## src/rtl/input_conditioner.sv

```systemverilog
// Input conditioner for slide switches and one push button.
// Every channel is synchronized through two flops, then debounced by its own
// saturating counter. Button press/release and any-switch-change events are
// emitted as registered single-cycle pulses.
module input_conditioner #(
    parameter int DEBOUNCE_CYCLES = 500000,
    parameter int SW_WIDTH        = 10
) (
    input  logic                clk,
    input  logic                rst,
    input  logic [SW_WIDTH-1:0] sw_raw,
    input  logic                btn_raw,
    output logic [SW_WIDTH-1:0] sw,
    output logic                btn,
    output logic                btn_rise,
    output logic                btn_fall,
    output logic                sw_changed
);

    // Button is the top channel, switches occupy the low bits
    localparam int            CH   = SW_WIDTH + 1;
    localparam int            CW   = $clog2(DEBOUNCE_CYCLES) + 1;
    localparam logic [CW-1:0] LAST = CW'(DEBOUNCE_CYCLES - 1);

    logic [CH-1:0] raw_all;
    logic [CH-1:0] sync1;
    logic [CH-1:0] sync2;
    logic [CH-1:0] deb;
    logic [CH-1:0] differ;
    logic [CH-1:0] update;
    logic [CW-1:0] cnt [CH];

    assign raw_all = {btn_raw, sw_raw};

    // Two-stage synchronizer; nothing downstream ever looks at raw_all
    always_ff @(posedge clk) begin
        if (rst) begin
            sync1 <= '0;
            sync2 <= '0;
        end else begin
            sync1 <= raw_all;
            sync2 <= sync1;
        end
    end

    // A channel commits when it has disagreed for the full debounce window
    always_comb begin
        differ = '0;
        update = '0;
        for (int i = 0; i < CH; i++) begin
            differ[i] = sync2[i] ^ deb[i];
            update[i] = differ[i] && (cnt[i] == LAST);
        end
    end

    // Per-channel counters: clear on agreement, count while disagreeing, commit at the end
    always_ff @(posedge clk) begin
        if (rst) begin
            deb <= '0;
            for (int i = 0; i < CH; i++) begin
                cnt[i] <= '0;
            end
        end else begin
            for (int i = 0; i < CH; i++) begin
                if (!differ[i]) begin
                    cnt[i] <= '0;
                end else if (update[i]) begin
                    deb[i] <= sync2[i];
                    cnt[i] <= '0;
                end else begin
                    cnt[i] <= cnt[i] + CW'(1);
                end
            end
        end
    end

    // Event pulses are registered alongside the commit so they line up with the new level
    always_ff @(posedge clk) begin
        if (rst) begin
            btn_rise   <= 1'b0;
            btn_fall   <= 1'b0;
            sw_changed <= 1'b0;
        end else begin
            btn_rise   <= update[SW_WIDTH] & sync2[SW_WIDTH];
            btn_fall   <= update[SW_WIDTH] & ~sync2[SW_WIDTH];
            sw_changed <= |update[SW_WIDTH-1:0];
        end
    end

    assign sw  = deb[SW_WIDTH-1:0];
    assign btn = deb[SW_WIDTH];

endmodule

```

## config.mk

```make
export PLATFORM = sky130hd
export DESIGN_NAME = input_conditioner
export DESIGN_NICKNAME = d
export VERILOG_FILES = /design/src/rtl/input_conditioner.sv
export SDC_FILE = /design/constraint.sdc
export NUM_CORES = 1
export LEC_CHECK = 0
export CORE_MARGIN = 3
export CORE_UTILIZATION = 40
export CTS_BUF_LIST = sky130_fd_sc_hd__clkbuf_4
export CTS_CLUSTER_DIAMETER = 120
export DETAILED_ROUTE_END_ITERATION = 8
export SYNTH_ARGS = -nofsm -noshare
export SYNTH_HDL_FRONTEND = slang
export SYNTH_SLANG_ARGS = --single-unit
```

## constraint.sdc

```tcl
create_clock -name clk -period 2.1 [get_ports clk]
set_clock_uncertainty 0.05 [all_clocks]
set_input_delay 0.42 -clock clk [delete_from_list [all_inputs] [get_ports clk]]
set_output_delay 0.42 -clock clk [all_outputs]
set_load 0.02 [all_outputs]
```

Word level (Yosys, flattened, before mapping)
Memories as Yosys holds them, arrays and structs flattened.
Cells that the tools add are included.
{ "op_classes": {"n_lt_le_gt_ge": 0, "n_addsub": 11, "mul": 0, "eq_ne": 11, "mux": 156, "n_bitwise": 47, "reduce_logical": 23, "shifts": 0, "div": 0} }
{ "ops": {"columns": ["operator", "n"], "rows": [
  ["$mux 20", 33],
  ["$add 20x1->20 const B", 11],
  ["$eq 20x19->1 const B", 11],
  ["$mux 1", 123],
  ["$or 1x1->1", 33],
  ["$reduce_and 2->1", 11],
  ["$logic_and 1x1->1", 11],
  ["$xor 1x1->1", 11],
  ["$reduce_or 10->1", 1],
  ["$and 1x1->1", 2],
  ["$not 1->1", 1]
]} }
{ "word_totals": {"reg_bits": 36, "mem_bits_rw": 220, "mem_bits_ro": 0, "output_inout_bits": 14, "elab_cells": 265, "input_bits": 13, "n_memories": 1, "latch_bits": 0} }
{ "memory_table": {"columns": ["memory", "depth", "width", "rd", "rd_clocked_by_memory_dff", "wr", "line", "rtl"], "rows": [
  ["cnt", 11, 20, 11, 0, 11, "31", "logic [CW-1:0] cnt [CH];"]
]} }

Depth between registers and ports, before layout
{ "depth": {"ltp_word": 8, "depth_mapped": 8, "ltp_nobuf": 6} }

Worst setup path after synthesis
Ideal clock, no wire load.
{ "synth_timing": {"path_kind": "reg-to-reg", "startpoint": "mem cnt[0][9] (netlist name)", "endpoint": "mem cnt[0][12] (netlist name) (data pin)", "path_stages_with_launch": 7, "required_time_ns": 1.793, "period_less_slack_ns": 2.024, "arrival_ns": 1.717, "path_slack_ns": 0.076, "cell_sequence": "edfxtp_1 -> or4_1 -> or3_1 -> nor2_1 -> or3_1 -> buf_2 -> nor2_1"} }
{ "synth_rtl": {"columns": ["item", "line"], "rows": [
  ["from (decl)", "31"]
]} }

==> impl_results.md <==
* Grt total ovfl at 0
* Final wirelength at 23.4 mm
* Row count at 65
* PD cells at about 690 mW/mm²
* Placed cell area at roughly 0.015 mm²
* Crit-path max FO at 20
* Reg-to-reg slack, setup at approximately 31 ps
* Via density at ~4.5
* Worst skew pair latency at between 600 and 700 ps
* Port Buf Inserts at 26
* Path type of the worst setup path: flop to flop
* Clock buffer depth at 3
* GPL Wtd Cong at approximately 0.78
* FF-to-FF path depth at 6
* # DRC at 0
* Post-synth EDFFs at 220
* Hold Slack at around 110 ps
* Final min period at just over 2000 ps
* Sequential fraction of the synthesis area at a little under three fifths
* Final setup fails at 0
* Mapped Avg Cell Area at 10.6 µm²
* RR Startpoint: cnt[0][9]$_SDFFCE_PN0P_
* Cell Area, Synth at 0.0130 mm²
* Hold EP: deb[6]$_SDFFE_PP0P_
* First-pass GRT wire length at between 40 and 50 mm
* Die W at roughly 190 µm
* Hpwl dp at ~16 mm
* Detailed Routing Iterations Pass 1 at 4
* Fin nets at roughly 1,600
* Die area at approximately 0.035 mm²
* Max_slew headroom at between 60% and 70%
* Status: finished, final reports clean
* CTS root buf: clkbuf_4
* DR iter-0 viols at approximately 430
* Share of cells above drive strength 1 at about an eighth
* Max Cap Violations at 0
* Initial antenna violation count at 1
* Worst setup EP type: flop
* YS warnings at 0
* Commonest non-fill, non-tap cells in the layout: 280 x nor2_1, 220 x edfxtp_1, 220 x conb_1
* RSZ-0062 raised after global routing: yes
* Cells after synthesis at approximately 1,200
* Fin. Hold Viols at 0
* Die Y at between 150 and 200 µm
* End of the worst register-to-register path: cnt[0][10]$_SDFFCE_PN0P_
* Critical path required time at approximately 2400 ps
* Leakage power at roughly 5.8 nW
* FF+latch count, synth at ~260
* Yosys top cell area share at between 50% and 60%
* VDD IR-drop max at ~0.45 mV
* Commonest register cell after synthesis: edfxtp_1
* Critical path arrival at 2390 ps
* Async set-reset flop share out of synthesis at 0%
* Starting Density at about two fifths
* Slew Limit Fails at 0
* Top cells by area, synth: edfxtp_1 51%, xnor2_1 8.1%, nor2_1 8.1%, xor2_1 5.7%, dfxtp_1 5.5%
* Clock sink total at approximately 260
* Worst-Margin Slew at just over 500 ps
* Cell taking the most area after synthesis: edfxtp_1
* Setup crit start kind: flop
* Synth unique cells at 39
* Remaining antenna violation count after routing at 0
* P&R area growth vs syn at 24.0%
* Largest net degree at the start of global routing at 32
* Period utilization at 98.5%
* H-tree depth at 3
* Finished Cell Area at 0.0161 mm²
* Fmax at 483 MHz
* Via count at just over 9,000
* Clock transition at the registers of the reported paths at 70 ps
* Total power at between 0.01 and 0.015 W
* Fill cells at around 3,000
* Num CTS Buffers at 72
* Commonest non-fill, non-tap cell in the layout: nor2_1
* Hold depth at 2
* Total GRT Usage at approximately 14%
* Number of global-route vias before repair at slightly above 9,000
* CTS tree: done
* # hold bufs at CTS at 0
* I/O Pins at 27
* Worst min-delay path startpoint: rst
* Wire per inst at 11.3 µm
* Core Region at 0.0318 mm²
* Worst hold path class: primary input to flop
## cell usage after synthesis, types with 15 or more instances
master      n
edfxtp_1  220
inv_1      36
xor2_1     85
and4_1     19
nor2_1    281
and3_1     20
nor4_1     21
nor3_1     36
nand3_1    75
nand2_1    70
or3_1      15
nor2b_1    25
xnor2_1   121
dfxtp_1    36
nand4_1    53
## kinds of logic after synthesis
family                   Yosys count  synth area share [%]
AND/OR/NAND/NOR                  666                  25.2
flip-flops                       256                  56.3
XOR/XNOR                         206                  13.9
buffers and inverters             67                  2.20
AO/OA/AOI/OAI                     17                 0.750
adder cells (fa/ha/maj)           11                  1.06
multiplexers                       8                 0.615
other                              1                0.0288
## what timing repair did
action,4_1_cts,5_1_grt
pin swaps,0,2
gates resized for setup,16,19
setup buffers,0,1
setup endpoints to repair,21,141
## cell type report
cell class / instances / area [µm²] / area share, %
tap: 435 / 544 / 3.37
clock inverter: 11 / 93.8 / 0.581
sequential: 256 / 7330 / 45.4
inverter: 36 / 135 / 0.837
multi-input combinational: 1128 / 6340 / 39.3
timing repair buffer: 93 / 853 / 5.29
antenna: 1 / 2.50 / 0.0155
clock buffer: 112 / 841 / 5.21
## flip-flops by register name, summed over array words and instances, names as in the netlist
signal	flops
btn_fall	1
sync1	11
deb	11
cnt	220
btn_rise	1
sync2	11
sw_changed	1
## metal layers
metal	track usage, %	share of wire [%]
met1	18.4	49
met5	0	0
met3	3.19	4.2
met4	5.73	2.4
met2	21.7	44
## stage by stage
| step | setup WS (ps) | util (%) | std cells | setup TNS (ps) |
|---|---|---|---|---|
| after global placement | 52.4 | 47.5 | 1947 | 0 |
| after global routing | -69.2 | 50.7 | 2072 | -1340 |
| after CTS | 12.0 | 50.4 | 2070 | 0 |
| after floorplan | 76.2 | - | 1451 | 0 |
| final | 30.7 | 50.7 | 2072 | 0 |
| after detailed placement | 4.43 | 47.5 | 1947 | 0 |
## critical path, cell delays in order, from the launching register on
cell and delay [ps]:
edfxtp_1 390, or4_1 530, or3_4 360, nor2_2 150, or3_4 150, buf_12 140
nor2_1 60
## how the worst max path moves through the flow
stage / from / endpoint / slack (ps) / cells after the start
after floorplan: cnt[0][9]$_SDFFCE_PN0P_ / cnt[0][12]$_SDFFCE_PN0P_ / 80 / 6
after global placement: cnt[1][14]$_SDFFCE_PN0P_ / cnt[1][17]$_SDFFCE_PN0P_ / 50 / 6
after CTS: cnt[0][12]$_SDFFCE_PN0P_ / cnt[0][10]$_SDFFCE_PN0P_ / 10 / 6
final: cnt[0][9]$_SDFFCE_PN0P_ / cnt[0][10]$_SDFFCE_PN0P_ / 30 / 6
after global routing: cnt[0][12]$_SDFFCE_PN0P_ / cnt[0][7]$_SDFFCE_PN0P_ / -70 / 6
after detailed placement: cnt[0][12]$_SDFFCE_PN0P_ / cnt[0][10]$_SDFFCE_PN0P_ / 4 / 6
## where the power goes
part           leakage (nW)  switching, W  internal (W)  total (W)
Clock                 0.558       0.00201       0.00264    0.00465
Sequential             2.56      0.000190       0.00572    0.00591
Combinational          2.70      0.000268      0.000236   0.000504
Power figures use the tool's default switching activity.
